File: src/rtl/pipelined_frame_accumulator_if.sv
// Handshake bundle for pipelined_frame_accumulator.
// The beat side (in_*) and the result side (out_*) share one interface.
// The slave modport belongs to the accumulator.
// The master modport belongs to whatever produces beats and consumes results.
// With PIPELINED_FRAME_ACCUMULATOR_OVF_EN defined, an out_ovf flag travels with out_sum.
interface pipelined_frame_accumulator_if #(
    parameter int NUM_ELEMENTS = 9,
    parameter int WORD_LEN     = 8,
    parameter int ACC_LEN      = 20
);
    logic                in_valid;
    logic                in_ready;
    logic [WORD_LEN-1:0] in_terms [NUM_ELEMENTS];
    logic                in_last;
    logic                out_valid;
    logic                out_ready;
    logic [ACC_LEN-1:0]  out_sum;
`ifdef PIPELINED_FRAME_ACCUMULATOR_OVF_EN
    logic                out_ovf;
`endif

    modport master (
        output in_valid, in_terms, in_last, out_ready,
`ifdef PIPELINED_FRAME_ACCUMULATOR_OVF_EN
        input  out_ovf,
`endif
        input  in_ready, out_valid, out_sum
    );

    modport slave (
        input  in_valid, in_terms, in_last, out_ready,
`ifdef PIPELINED_FRAME_ACCUMULATOR_OVF_EN
        output out_ovf,
`endif
        output in_ready, out_valid, out_sum
    );
endinterface

File: src/rtl/pipelined_frame_accumulator.sv
// pipelined_frame_accumulator: registered adder tree followed by a frame accumulator.
// Each beat of NUM_ELEMENTS words is reduced pairwise, with one register per tree level.
// The beat sum is then either emitted directly (FRAME_MODE=0) or accumulated until in_last.
// A single stall signal freezes every stage while a result waits for out_ready.
// Optional macro PIPELINED_FRAME_ACCUMULATOR_OVF_EN adds a sticky per-frame overflow flag.
module pipelined_frame_accumulator #(
    parameter int NUM_ELEMENTS = 9,
    parameter int WORD_LEN     = 8,
    parameter int SIGNED       = 0,
    parameter int FRAME_MODE   = 1,
    parameter int ACC_LEN      = WORD_LEN + $clog2(NUM_ELEMENTS) + 8
) (
    input logic clk,
    input logic rst_n,
    pipelined_frame_accumulator_if.slave bus
);
    localparam int SUM_LEN = WORD_LEN + $clog2(NUM_ELEMENTS);
    localparam int LEVELS  = (NUM_ELEMENTS > 1) ? $clog2(NUM_ELEMENTS) : 1;

    // Number of live nodes at a given tree level (level 0 = the input words).
    function automatic int level_count(input int k);
        int c;
        c = NUM_ELEMENTS;
        for (int i = 0; i < k; i++) c = (c + 1) / 2;
        return c;
    endfunction

    logic [SUM_LEN-1:0] leaf   [NUM_ELEMENTS];
    logic [SUM_LEN-1:0] tree_d [1:LEVELS][NUM_ELEMENTS];
    logic [SUM_LEN-1:0] tree_q [1:LEVELS][NUM_ELEMENTS];
    logic [LEVELS:1]    valid_q;
    logic [LEVELS:1]    last_q;
    logic [ACC_LEN-1:0] acc_q;
    logic [ACC_LEN-1:0] acc_next;
    logic [ACC_LEN-1:0] sum_ext;
    logic               out_valid_q;
    logic               first_q;
    logic               stall;

    assign stall         = out_valid_q & ~bus.out_ready;
    assign bus.in_ready  = ~stall;
    assign bus.out_valid = out_valid_q;
    assign bus.out_sum   = acc_q;

    // Widen every input word to the tree width, sign- or zero-filling the top bits.
    always_comb begin
        for (int i = 0; i < NUM_ELEMENTS; i++) begin
            leaf[i] = {SUM_LEN{(SIGNED != 0) && bus.in_terms[i][WORD_LEN-1]}};
            leaf[i][WORD_LEN-1:0] = bus.in_terms[i];
        end
    end

    // Each level adds neighbour pairs of the level below; an odd leftover passes through.
    for (genvar k = 1; k <= LEVELS; k++) begin : g_level
        localparam int PREV = level_count(k - 1);
        localparam int CUR  = level_count(k);
        for (genvar i = 0; i < NUM_ELEMENTS; i++) begin : g_node
            if (i >= CUR) begin : g_dead
                assign tree_d[k][i] = '0;
            end else if (k == 1) begin : g_first
                if (2 * i + 1 < PREV) begin : g_pair
                    assign tree_d[k][i] = leaf[2*i] + leaf[2*i+1];
                end else begin : g_pass
                    assign tree_d[k][i] = leaf[2*i];
                end
            end else begin : g_inner
                if (2 * i + 1 < PREV) begin : g_pair
                    assign tree_d[k][i] = tree_q[k-1][2*i] + tree_q[k-1][2*i+1];
                end else begin : g_pass
                    assign tree_d[k][i] = tree_q[k-1][2*i];
                end
            end
        end
    end

    // Tree registers and their valid/last tags advance together and freeze on stall.
    always_ff @(posedge clk or negedge rst_n) begin
        if (!rst_n) begin
            for (int k = 1; k <= LEVELS; k++)
                for (int i = 0; i < NUM_ELEMENTS; i++)
                    tree_q[k][i] <= '0;
            valid_q <= '0;
            last_q  <= '0;
        end else if (!stall) begin
            for (int k = 1; k <= LEVELS; k++)
                for (int i = 0; i < NUM_ELEMENTS; i++)
                    tree_q[k][i] <= tree_d[k][i];
            valid_q[1] <= bus.in_valid;
            last_q[1]  <= bus.in_valid & bus.in_last;
            for (int k = 2; k <= LEVELS; k++) begin
                valid_q[k] <= valid_q[k-1];
                last_q[k]  <= last_q[k-1];
            end
        end
    end

    // Widen the finished tree sum to the accumulator width.
    always_comb begin
        sum_ext = {ACC_LEN{(SIGNED != 0) && tree_q[LEVELS][0][SUM_LEN-1]}};
        sum_ext[SUM_LEN-1:0] = tree_q[LEVELS][0];
    end

`ifdef PIPELINED_FRAME_ACCUMULATOR_OVF_EN
    logic [ACC_LEN:0] add_full;
    logic             add_ovf;
    logic             ovf_q;

    assign add_full    = {1'b0, acc_q} + {1'b0, sum_ext};
    assign acc_next    = add_full[ACC_LEN-1:0];
    assign add_ovf     = (SIGNED != 0)
                       ? ((acc_q[ACC_LEN-1] == sum_ext[ACC_LEN-1]) &&
                          (add_full[ACC_LEN-1] != acc_q[ACC_LEN-1]))
                       : add_full[ACC_LEN];
    assign bus.out_ovf = ovf_q;

    // Sticky overflow for the frame in progress; a frame's first beat starts it clean.
    always_ff @(posedge clk or negedge rst_n) begin
        if (!rst_n) begin
            ovf_q <= 1'b0;
        end else if (!stall && valid_q[LEVELS]) begin
            if (FRAME_MODE == 0 || first_q) ovf_q <= 1'b0;
            else                            ovf_q <= ovf_q | add_ovf;
        end
    end
`else
    assign acc_next = acc_q + sum_ext;
`endif

    // Accumulator stage: starts or extends a frame, and raises out_valid on the frame's last beat.
    always_ff @(posedge clk or negedge rst_n) begin
        if (!rst_n) begin
            acc_q       <= '0;
            out_valid_q <= 1'b0;
            first_q     <= 1'b1;
        end else if (!stall) begin
            if (valid_q[LEVELS]) begin
                if (FRAME_MODE != 0) begin
                    acc_q       <= first_q ? sum_ext : acc_next;
                    out_valid_q <= last_q[LEVELS];
                    first_q     <= last_q[LEVELS];
                end else begin
                    acc_q       <= sum_ext;
                    out_valid_q <= 1'b1;
                end
            end else begin
                out_valid_q <= 1'b0;
            end
        end
    end
endmodule
File: src/flat_wrapper.sv
// flat-port wrapper written by rule: the top's interface ports become plain ports
module pipelined_frame_accumulator_flat 
#(
    parameter int NUM_ELEMENTS = 9,
    parameter int WORD_LEN     = 8,
    parameter int SIGNED       = 0,
    parameter int FRAME_MODE   = 1,
    parameter int ACC_LEN      = WORD_LEN + $clog2(NUM_ELEMENTS) + 8
)
  (clk, rst_n, bus_in_valid, bus_in_terms, bus_in_last, bus_out_ready, bus_in_ready, bus_out_valid, bus_out_sum);
  pipelined_frame_accumulator_if #(.NUM_ELEMENTS(NUM_ELEMENTS), .WORD_LEN(WORD_LEN), .ACC_LEN(ACC_LEN)) bus_i ();
  input logic clk;
  input logic rst_n;
  input wire logic [$bits(bus_i.in_valid)-1:0] bus_in_valid;
  input wire logic [$bits(bus_i.in_terms)-1:0] bus_in_terms;
  input wire logic [$bits(bus_i.in_last)-1:0] bus_in_last;
  input wire logic [$bits(bus_i.out_ready)-1:0] bus_out_ready;
  output wire logic [$bits(bus_i.in_ready)-1:0] bus_in_ready;
  output wire logic [$bits(bus_i.out_valid)-1:0] bus_out_valid;
  output wire logic [$bits(bus_i.out_sum)-1:0] bus_out_sum;
  assign bus_i.in_valid = bus_in_valid;
  assign bus_i.in_terms = {>>{bus_in_terms}};
  assign bus_i.in_last = bus_in_last;
  assign bus_i.out_ready = bus_out_ready;
  assign bus_in_ready = bus_i.in_ready;
  assign bus_out_valid = bus_i.out_valid;
  assign bus_out_sum = bus_i.out_sum;
  pipelined_frame_accumulator #(.NUM_ELEMENTS(NUM_ELEMENTS), .WORD_LEN(WORD_LEN), .SIGNED(SIGNED), .FRAME_MODE(FRAME_MODE), .ACC_LEN(ACC_LEN)) u_core (.clk(clk), .rst_n(rst_n), .bus(bus_i));
endmodule
File: config.mk
export PLATFORM = sky130hd
export DESIGN_NAME = pipelined_frame_accumulator_flat
export DESIGN_NICKNAME = d
export VERILOG_FILES = /design/src/rtl/pipelined_frame_accumulator_if.sv /design/src/rtl/pipelined_frame_accumulator.sv /design/src/flat_wrapper.sv
export SDC_FILE = /design/constraint.sdc
export NUM_CORES = 1
export LEC_CHECK = 0
export BUFFER_PORTS_ARGS = -buffer_cell sky130_fd_sc_hd__clkbuf_2
export CAP_MARGIN = 20
export CORE_ASPECT_RATIO = 1.25
export CORE_MARGIN = 2
export CORE_UTILIZATION = 60
export DETAILED_ROUTE_END_ITERATION = 16
export GPL_TIMING_DRIVEN = 1
export PLACE_DENSITY = 0.9
export SKIP_CTS_REPAIR_TIMING = 1
export SLEW_MARGIN = 20
export SYNTH_ARGS = -nofsm -noshare
export SYNTH_HDL_FRONTEND = slang
export SYNTH_SLANG_ARGS = --single-unit
File: constraint.sdc
create_clock -name clk -period 4.8 [get_ports clk]
set_clock_uncertainty 0.15 [all_clocks]
set_input_delay 0.24 -clock clk [delete_from_list [all_inputs] [get_ports clk]]
set_output_delay 0.24 -clock clk [all_outputs]
set_load 0.01 [all_outputs]
==> flow_summary_export.csv, run 1 <==
group,metric,value,unit
sta,period_minus_slack,3.052,ns
worst_setup_path,startpoint_type,"flop",
worst_setup_path,r2r_start,"u_core.bus.out_valid",
placement,portBuffers,98,
detailed_routing,ant_nets,0,
outcome,violations,"negative hold slack",
hold_path,min-delay-path-class,"in -> reg",
logic_synthesis,ys_seq_area_frac,0.4031,
placement,dpl.cell_count,1182,
placement,post-place-ws,1.820,ns
sta,timing.fmax,0.3276,GHz
power_and_ir_drop,p_clk_frac,0.199,
clock_network,clock_sinks,133,
logic_synthesis,synthArstFlopShare,1.000,
layout,diodes,0,
power_and_ir_drop,power,7.139,mW
grt,grt_max_degree,96,
power_and_ir_drop,p_leak,4.692,nW
detailed_routing,initialDrtViolationCount,542,
sta,fin_tns_setup,0,ns
sta,setup_violations,0,
hold_path,min_path_cells,4,
logic_synthesis,synth_cell_types,57,
floorplanning,die_h,135.2,microns
grt,grt_usage,0.2724,
logic_synthesis,yosys_warnings,0,
worst_setup_path,reg2regPathDepth,7,
clock_network,cts_tree,"built",
power_and_ir_drop,powerDensity,742.0,nW/um^2
detailed_routing,avgViaCountPerCell,5.906,
logic_synthesis,synthFlopType,"dfrtp_1",
power_and_ir_drop,p_sw,3.016,mW
layout,layout-drive-gt1-share,0.1393,
placement,dpl.hpwl,12660,microns
layout,finalNonFillerCells,1226,
layout,final_util,0.7208,
clock_network,numCtsBuffers,17,
hold_path,min_to,"u_core.tree_q[384]",
floorplanning,die_area,14730,sq um
worst_setup_path,rrSetupSlack,1.75,ns
clock_network,cts_root_buffer,"clkbuf_16",
logic_synthesis,syn-cell-area,8260,sq um
sta,rsz0062_at_grt,"no",
grt,grt_pass1_wl,31740,microns
detailed_routing,vias,7241,
detailed_routing,wl_per_cell,15.64,microns
flow_run,cap_viol_max_count,0,
sta,max-slew-margin-rel,0.3624,
worst_setup_path,path_max_fanout,58,
logic_synthesis,synth_nets,1109,
worst_setup_path,cp.arrival,3.27,ns
logic_synthesis,synth-seq-cells,133,
clock_network,htree_levels,4,
clock_network,cts_buffer_depth,2,
worst_setup_path,reg2reg_to,"u_core.bus.out_sum[18]",
layout,fin_nets,1208,
sta,worst_pin_slew,0.9541,ns
grt,antenna_found_initial,0,
power_and_ir_drop,ir_drop,0.0005242,V
logic_synthesis,syn_inst,943,
sta,layout_setup_ws,1.748,ns
sta,fin_crit_sh,0.6359,
detailed_routing,drt_pass1_iterations,7,
detailed_routing,drt_wl_total,19180,microns
sta,hold_viol_final,1,
worst_setup_path,crit_path_end_kind,"flop",
hold_path,worstHoldStart,"bus_in_terms[16]",
grt,grt_pass1_vias,7153,
sta,slew_violations,0,
worst_setup_path,crit_type,"reg -> reg",
grt,gr-total-overflow,0,
floorplanning,start_util,0.6188,
detailed_routing,drc_errors,0,
placement,place_congestion,0.9005,
sta,worst_hold_slack,-0.002905,ns
power_and_ir_drop,seq_power_share,0.284,
power_and_ir_drop,swShare,0.4225,
logic_synthesis,synth.avg_cell_area,8.760,sq um
floorplanning,core,13350,sq um
logic_synthesis,synth_edf_count,0,
layout,final_area,9622,sq um
placement,postPlaceCellArea,8853,sq um
floorplanning,die_x,108.9,microns
worst_setup_path,critPathRequiredTime,5.02,ns
clock_network,cts.clk_slew.worst_paths,0.06,ns
power_and_ir_drop,power.internal,4.123,mW
clock_network,clkLatencyLatePin,0.43,ns
power_and_ir_drop,power.share.combinational,0.517,
outcome,status,"finished, violations left",
floorplanning,io_pins,99,
layout,syn_to_final_growth,16.48,%
floorplanning,rows,47,
-- layer usage --
metal	vias to the layer above	share of wire	routed length, microns	GRT usage
li1	3486	-	-	-
met1	3449	0.38	7248	0.2951
met2	249	0.54	10270	0.5000
met3	57	0.050	954	0.05628
met4	0	0.037	707	0.1261
met5	-	0	0	0
-- synthesized netlist by cell type (9+ instances only) --
cell | count | area share
dfrtp_1 | 132 | 0.40
xnor2_1 | 24 | 0.025
a211oi_1 | 10 | 0.0091
o21ai_0 | 60 | 0.036
o21bai_1 | 12 | 0.011
a21o_1 | 15 | 0.014
xor2_1 | 26 | 0.028
nand2_1 | 189 | 0.086
inv_1 | 34 | 0.015
a31oi_1 | 16 | 0.012
fa_1 | 9 | 0.022
ha_1 | 80 | 0.12
nand3_1 | 27 | 0.016
nor3_1 | 24 | 0.015
clkbuf_1 | 30 | 0.014
a21oi_1 | 73 | 0.044
nor2_1 | 82 | 0.037
-- registers in the layout, indices dropped and copies added, names as in the netlist --
register,cells
u_core.tree_q,75
u_core.bus.out_sum,20
u_core.tree_d,16
u_core.sum_ext,12
u_core.last_q,4
u_core.valid_q,4
u_core.bus.out_valid,1
u_core.first_q,1
-- worst max-delay path by stage --
| stage | start | endpoint | cells after the start |
|---|---|---|---|
| after floorplan | u_core.bus.out_sum[0] | u_core.bus.out_sum[18] | 9 |
| after global placement | u_core.bus.out_valid | u_core.bus.out_sum[18] | 7 |
| after detailed placement | u_core.bus.out_valid | u_core.bus.out_sum[18] | 7 |
| after CTS | u_core.bus.out_valid | u_core.bus.out_sum[18] | 7 |
| after global routing | u_core.bus.out_valid | u_core.bus.out_sum[18] | 7 |
| final | u_core.bus.out_valid | u_core.bus.out_sum[18] | 7 |
-- layout by cell type, fill, tap and decap left out, types with 7 or more instances in the layout --
cell / instances
a31oi_1: 16
nor3_1: 24
nand3_1: 27
a21oi_1: 73
inv_1: 34
o21a_1: 7
clkbuf_16: 17
a21o_1: 15
ha_1: 80
clkbuf_2: 97
a211oi_1: 10
o21bai_1: 12
xnor2_1: 24
nor2_1: 82
dfrtp_1: 132
xor2_1: 26
mux2i_1: 8
fa_1: 9
nand2_1: 189
o21ai_0: 60
dlygate4sd3_1: 12
-- worst max-delay path, cell delays in order (launching register included) --
cell	delay, ns
dfrtp_1	0.37
and2b_2	0.22
inv_4	0.41
nand2_1	0.71
nor2_1	0.31
nand2_1	0.11
or4b_2	0.61
nand2_1	0.08
-- power groups by stage --
stage	registers [mW]	clock network [mW]	logic, mW
4_1_cts	2.01	1.43	3.63
2_1_floorplan	1.93	0	2.81
5_1_grt	2.08	1.49	4.16
6_report	2.03	1.42	3.69
3_5_place_dp	2.02	0	3.51
3_3_place_gp	1.99	0	3.35
-- layout make-up --
class | instances | area [sq um]
multi-input combinational | 741 | 4653
tap | 171 | 214.0
fill | 956 | 3727
sequential | 133 | 3329
timing repair buffer | 114 | 643.1
clock inverter | 13 | 205.2
clock buffer | 19 | 442.9
inverter | 35 | 133.9
-- kinds of logic after synthesis --
logic type / count (synthesis) / synth area share
and+or+nand+nor: 370 / 0.1934
xor gates and xnor gates: 50 / 0.05301
adders and majority gates: 89 / 0.1430
DFF: 133 / 0.4031
AOI/OAI and AO/OA: 224 / 0.1640
muxes: 8 / 0.009694
buffers and inverters: 69 / 0.03378
Note: power is estimated with default switching activity, not from simulation.
==> run 2: changes to the inputs <==
Settings changed: ABC_AREA set to 1, CORE_UTILIZATION 60 to 54, PLACE_DENSITY 0.9 to 0.85.
Clock period 4.8 ns to 2.7 ns, I/O delays scaled along.
==> run 2 against run 1 <==
  * Largest power group unchanged
  * Final cell count is 26% higher
  * Flip-flop and latch count stayed put
  * Synthesized area rose by 7.6%
  * Highest routed layer unchanged
  * The run still ends with negative hold slack left
  * Count of clock-buffer cells in the layout is 1 lower
  * Global-route usage shrank 4.2 points
  * Hold slack worse by 0.015 ns
  * Clock power grew 60%
  * Register-to-register slack got worse by 1.1 ns
  * Power rose by 74%
  * Combinational power up 80%
==> flow_summary_export.csv, run 2 <==
group,metric,value,unit
layout,diodes,0,
logic_synthesis,syn_inst,1197,
logic_synthesis,synth.avg_cell_area,7.425,sq um
floorplanning,rows,52,
detailed_routing,avgViaCountPerCell,5.202,
sta,layout_setup_ws,0.3769,ns
sta,hold_viol_final,5,
worst_setup_path,startpoint_type,"flop",
clock_network,cts_tree,"built",
sta,period_minus_slack,2.323,ns
logic_synthesis,synth_cell_types,38,
sta,rsz0062_at_grt,"no",
detailed_routing,ant_nets,0,
clock_network,clkLatencyLatePin,0.42,ns
layout,final_util,0.6417,
layout,syn_to_final_growth,16.50,%
sta,max-slew-margin-rel,0.3740,
clock_network,cts.clk_slew.worst_paths,0.06,ns
sta,slew_violations,0,
worst_setup_path,cp.arrival,2.04,ns
detailed_routing,drc_errors,0,
worst_setup_path,crit_path_end,"bus_in_ready",
floorplanning,start_util,0.5508,
worst_setup_path,slowest_stage,"inv_2",
power_and_ir_drop,powerDensity,1201,nW/um^2
clock_network,clock_sinks,133,
detailed_routing,drt_pass1_iterations,5,
floorplanning,die_x,118.7,microns
placement,portBuffers,98,
logic_synthesis,synthFlopType,"dfrtp_1",
grt,grt_usage,0.2307,
layout,finalNonFillerCells,1540,
clock_network,cts_buffer_depth,2,
layout,final_common_cell,"nand2_1",
worst_setup_path,r2r_start,"u_core.sum_ext[0]",
logic_synthesis,synth_top_area_frac,0.3717,
sta,fin_tns_setup,0,ns
layout,layout-drive-gt1-share,0.1261,
worst_setup_path,cp.depth,5,
detailed_routing,drt_wl_total,19660,microns
detailed_routing,vias,8011,
power_and_ir_drop,p_leak,5.585,nW
worst_setup_path,crit_family,"buffers and inverters",
placement,dpl.hpwl,14190,microns
hold_path,min-delay-path-class,"in -> reg",
clock_network,cts_root_buffer,"clkbuf_16",
detailed_routing,wl_per_cell,12.76,microns
floorplanning,io_pins,99,
worst_setup_path,crit_type,"reg -> out",
layout,top_register,"u_core.tree_q",
sta,setup_violations,0,
sta,timing.fmax,0.4305,GHz
layout,fin_nets,1477,
grt,grt_max_degree,104,
worst_setup_path,reg2reg_to,"u_core.bus.out_sum[12]",
floorplanning,die_area,17510,sq um
sta,worst_pin_slew,0.9390,ns
worst_setup_path,path_max_fanout,56,
logic_synthesis,synthTopCellsByCount,"nand2_1 (416), dfrtp_1 (132), inv_1 (129), nand3_1 (84), ha_1 (80)",
logic_synthesis,yosys_warnings,0,
layout,largest_register_ff_count,75,
logic_synthesis,synth_top_area_cell,"dfrtp_1",
logic_synthesis,synth_nets,1363,
placement,post-place-ws,0.6331,ns
worst_setup_path,rrSetupSlack,0.62,ns
sta,worst_hold_slack,-0.01785,ns
clock_network,numCtsBuffers,17,
logic_synthesis,synth_edf_count,0,
floorplanning,core,16140,sq um
worst_setup_path,max_stage_delay,0.54,ns
logic_synthesis,syn-cell-area,8887,sq um
logic_synthesis,synthArstFlopShare,1.000,
logic_synthesis,post-synth-top-count-cell,"nand2_1",
floorplanning,die_h,147.4,microns
power_and_ir_drop,ir_drop,0.0006453,V
worst_setup_path,critPathRequiredTime,2.41,ns
logic_synthesis,synth-seq-cells,133,
layout,layout_common_cells,"nand2_1 (416), dfrtp_1 (132), inv_1 (129)",
outcome,status,"finished, violations left",
worst_setup_path,crit_path_end_kind,"output pin",
logic_synthesis,ys_seq_area_frac,0.3746,
worst_setup_path,reg2regPathDepth,13,
grt,grt_pass1_wl,33410,microns
clock_network,htree_levels,4,
worst_setup_path,path_cells,"inv_1 > nor2_4 > inv_2 > buf_12 > clkbuf_2",
grt,antenna_found_initial,0,
worst_setup_path,crit_start,"u_core.bus.out_valid",
detailed_routing,initialDrtViolationCount,451,
worst_setup_path,cp.buffers_inverters,4,
grt,grt_pass1_vias,7567,
logic_synthesis,synthTopCellsByArea,"dfrtp_1 (37%), nand2_1 (18%), ha_1 (11%), inv_1 (5.4%), nand3_1 (4.7%)",
flow_run,cap_viol_max_count,0,
placement,dpl.cell_count,1488,
sta,fin_crit_sh,0.8604,
grt,gr-total-overflow,0,
placement,place_congestion,0.9352,
outcome,violations,"negative hold slack",
==> run 2: changes by cell type in the layout (fill, tap and decap cells not counted), moves of 9 or more <==
cell / before / now
nand2_1: 189 / 416
a21o_1: 15 / 5
nand2_2: 0 / 13
nand4_1: 3 / 12
inv_1: 34 / 129
xnor2_1: 24 / 11
nor3_1: 24 / 5
nand3_1: 27 / 84
nor2_1: 82 / 65
xor2_1: 26 / 15
a211oi_1: 10 / 0
==> run 2: kinds of logic after synthesis <==
group / Yosys count / synth area share
AND/OR/NAND/NOR: 617 / 0.2896
flip-flops: 133 / 0.3746
AO/OA/AOI/OAI: 170 / 0.1043
adder cells (fa/ha/maj): 89 / 0.1329
XOR/XNOR: 26 / 0.02562
buffers and inverters: 162 / 0.07293
==> run 2: worst register-to-register path, stage by stage, from the launching register on <==
cell and delay (ns):
dfrtp_1 0.37, ha_1 0.20, inv_1 0.07, fa_1 0.40
inv_1 0.11, nand3_1 0.07, nand3_1 0.10, nand2_1 0.10
nand2_1 0.07, nand2_1 0.05, nand2_2 0.08, nand3_1 0.07
nand2_1 0.08, nor2_1 0.04
==> run 2: layout make-up <==
class | count | area (sq um)
Clock buffer | 18 | 429.2
Multi-Input combinational cell | 902 | 4910
Tap cell | 216 | 270.3
Inverter | 133 | 499.2
Clock inverter | 14 | 152.6
Fill cell | 1406 | 5782
Sequential cell | 133 | 3329
Timing Repair Buffer | 124 | 763.2
==> run 2: report_power, final <==
group          total, mW  internal (mW)  switching (mW)  leakage [nW]
sequential          3.53           2.87           0.652          1.59
clock               2.27           1.37           0.900         0.273
combinational       6.64           2.51            4.13          3.72
total               12.4           6.75            5.68          5.58
==> run 2: stage by stage <==
stage | cell area (sq um) | power [mW]
2_1_floorplan | 8887 | 8.557
3_3_place_gp | 9572 | 9.827
3_5_place_dp | 9572 | 10.05
4_1_cts | 10150 | 12.42
5_1_grt | 10350 | 13.67
6_report | 10350 | 12.43
==> run 2: metal layers <==
layer	global-route usage	share of wire
met4	0.08452	0.027
met5	0	0
met2	0.4204	0.52
met3	0.04128	0.032
met1	0.2706	0.42
==> run 2: worst min-delay path by stage <==
stage,depth (start not counted),slack [ns],endpoint,start
3_5_place_dp,1,0.008,u_core.bus.out_sum[9],rst_n
4_1_cts,1,-0.43,u_core.bus.out_sum[9],rst_n
6_report,5,-0.02,u_core.tree_q[391],bus_in_terms[23]
3_3_place_gp,1,0.001,u_core.bus.out_sum[11],rst_n
2_1_floorplan,0,-0.31,u_core.bus.out_sum[0],rst_n
5_1_grt,5,0.004,u_core.tree_q[391],bus_in_terms[23]
==> run 3: changes to the inputs <==
--- a/config.mk
+++ b/config.mk
@@ -8,5 +8,4 @@
 export ABC_AREA = 1
 export BUFFER_PORTS_ARGS = -buffer_cell sky130_fd_sc_hd__clkbuf_2
-export CAP_MARGIN = 20
 export CORE_ASPECT_RATIO = 1.25
 export CORE_MARGIN = 2
@@ -14,5 +13,5 @@
 export DETAILED_ROUTE_END_ITERATION = 16
 export GPL_TIMING_DRIVEN = 1
-export PLACE_DENSITY = 0.85
+export PLACE_DENSITY = 0.87
 export SKIP_CTS_REPAIR_TIMING = 1
 export SLEW_MARGIN = 20
==> constraint.sdc (replaced) <==
create_clock -name clk -period 2.7 [get_ports clk]
set_clock_uncertainty 0.15 [all_clocks]
set_input_delay 0.405 -clock clk [delete_from_list [all_inputs] [get_ports clk]]
set_output_delay 0.405 -clock clk [all_outputs]
set_load 0.01 [all_outputs]
==> run 3 against run 2 <==
  * The run now ends clean
  * Critical path depth is 1 lower
  * Maximum frequency rose by 11%
  * Power is 2.6% higher
  * Non-clock buffer count down 17
  * Sequential power hardly changed
  * Flip-flop and latch count did not move
==> flow_summary_export.csv, run 3 (same netlist as run 2, synthesis figures left out) <==
group,metric,value,unit
sta,worst_pin_slew,0.7067,ns
floorplanning,io_pins,99,
floorplanning,die_area,17510,sq um
detailed_routing,ant_nets,0,
hold_path,min-delay-path-class,"in -> reg",
clock_network,numCtsBuffers,17,
worst_setup_path,crit_type,"reg -> out",
grt,grt_max_degree,67,
detailed_routing,initialDrtViolationCount,440,
worst_setup_path,slowest_stage,"dfrtp_1",
detailed_routing,drt_pass1_iterations,5,
sta,slew_violations,0,
placement,place_congestion,0.9196,
grt,grt_usage,0.2354,
worst_setup_path,max_stage_delay,0.38,ns
floorplanning,core,16140,sq um
power_and_ir_drop,ir_drop,0.0005812,V
layout,fin_nets,1460,
layout,layout_common_cells,"nand2_1 (416), dfrtp_1 (132), inv_1 (129)",
detailed_routing,wl_per_cell,13.06,microns
floorplanning,start_util,0.5508,
detailed_routing,avgViaCountPerCell,5.268,
placement,portBuffers,98,
worst_setup_path,critPathRequiredTime,2.14,ns
sta,timing.fmax,0.4779,GHz
worst_setup_path,startpoint_type,"flop",
worst_setup_path,crit_family,"buffers and inverters",
floorplanning,die_x,118.7,microns
grt,grt_pass1_wl,33990,microns
layout,layout-drive-gt1-share,0.1286,
worst_setup_path,path_max_fanout,22,
grt,gr-total-overflow,0,
worst_setup_path,path_cells,"inv_1 > nor2_4 > inv_2 > clkbuf_2",
layout,syn_to_final_growth,15.36,%
grt,antenna_found_initial,0,
clock_network,clock_sinks,133,
layout,final_common_cell,"nand2_1",
sta,setup_violations,0,
sta,max-slew-margin-rel,0.5289,
power_and_ir_drop,powerDensity,1244,nW/um^2
layout,final_util,0.6354,
grt,grt_pass1_vias,7821,
sta,fin_tns_setup,0,ns
sta,hold_viol_final,0,
layout,top_register,"u_core.tree_q",
flow_run,cap_viol_max_count,0,
layout,largest_register_ff_count,75,
outcome,status,"finished clean",
worst_setup_path,cp.arrival,1.54,ns
detailed_routing,drt_wl_total,19870,microns
power_and_ir_drop,p_leak,5.548,nW
clock_network,cts_tree,"built",
clock_network,cts_root_buffer,"clkbuf_16",
clock_network,clkLatencyLatePin,0.41,ns
floorplanning,rows,52,
sta,fin_crit_sh,0.7750,
layout,fillers,1382,
worst_setup_path,cp.buffers_inverters,3,
sta,rsz0062_at_grt,"no",
detailed_routing,drc_errors,0,
layout,diodes,0,
clock_network,cts_buffer_depth,2,
placement,dpl.hpwl,14570,microns
floorplanning,die_h,147.4,microns
detailed_routing,vias,8018,
sta,period_minus_slack,2.093,ns
clock_network,htree_levels,4,
worst_setup_path,crit_path_end_kind,"output pin",
clock_network,cts.clk_slew.worst_paths,0.06,ns
## run 3: cell count changes in the layout (fill, tap and decap cells not counted)
cell           previous run  this run
dlygate4sd3_1            20         1
clkinv_4                  3         2
inv_6                     3         1
clkbuf_8                  0         2
buf_4                     5         7
bufinv_16                 2         5
clkinv_2                  2         0
clkinvlp_4                4         3
## run 3: metal layers
| metal | wire length [microns] | vias up | global-route usage |
|---|---|---|---|
| met1 | 8169 | 3720 | 0.2678 |
| met5 | 0 | - | 0 |
| met3 | 708 | 38 | 0.03819 |
| met4 | 537 | 0 | 0.09405 |
| met2 | 10460 | 191 | 0.4374 |
| li1 | - | 4069 | - |
## run 3: worst reg2reg max path, cell delays in order, from the launching register on
cell,delay [ns]
dfrtp_1,0.38
ha_1,0.19
inv_1,0.06
fa_1,0.39
inv_1,0.11
nand3_1,0.08
nand3_1,0.11
nand2_1,0.10
nand2_1,0.07
nand2_1,0.06
nand2_2,0.08
nand3_1,0.07
nand2_1,0.07
nor2_1,0.04
## run 3: power by group
part           internal (mW)  switching (mW)  total (mW)  leakage [nW]
Sequential              2.87           0.654        3.53          1.59
Clock                   1.69           0.864        2.55         0.309
Combinational           2.51            4.16        6.68          3.65
Total                   7.08            5.68        12.8          5.55
## run 3: worst paths after layout
check                                      startpoint  cells after the start                endpoint  slack [ns]
worst max-delay path             u_core.bus.out_valid                      4            bus_in_ready        0.61
worst min-delay path                  bus_in_terms[1]                      3      u_core.tree_d[289]        0.03
worst max register to register  u_core.bus.out_sum[0]                     13  u_core.bus.out_sum[12]        0.64
worst min register to register     u_core.tree_d[290]                      2      u_core.tree_d[194]        0.32
max in group asynchronous                       rst_n                      3          u_core.first_q        1.28
min in group asynchronous                       rst_n                      2   u_core.bus.out_sum[9]        0.42
## run 3: final cells by class
class	instances	area, sq um	area share
multi-input cells	902	4910	0.4789
flip-flops and latches	133	3329	0.3248
repair buffers	107	588.1	0.05736
inverters	133	499.2	0.04869
clock buffers	20	456.7	0.04454
well taps	216	270.3	0.02636
clock inverters	11	198.9	0.01940
## run 3: per-stage QoR
step / instance area [sq um] / worst slack (ns) / power [mW] / instances / hold slack, ns
2_1_floorplan: 8887 / 0.7461 / 8.557 / 1197 / -0.04059
3_3_place_gp: 9587 / 0.7020 / 9.832 / 1490 / 0.3040
3_5_place_dp: 9587 / 0.6489 / 10.08 / 1490 / 0.3061
4_1_cts: 10240 / 0.5851 / 12.77 / 1521 / -0.1011
5_1_grt: 10250 / 0.4583 / 13.93 / 1522 / 0.03119
6_report: 10250 / 0.6074 / 12.76 / 1522 / 0.03352
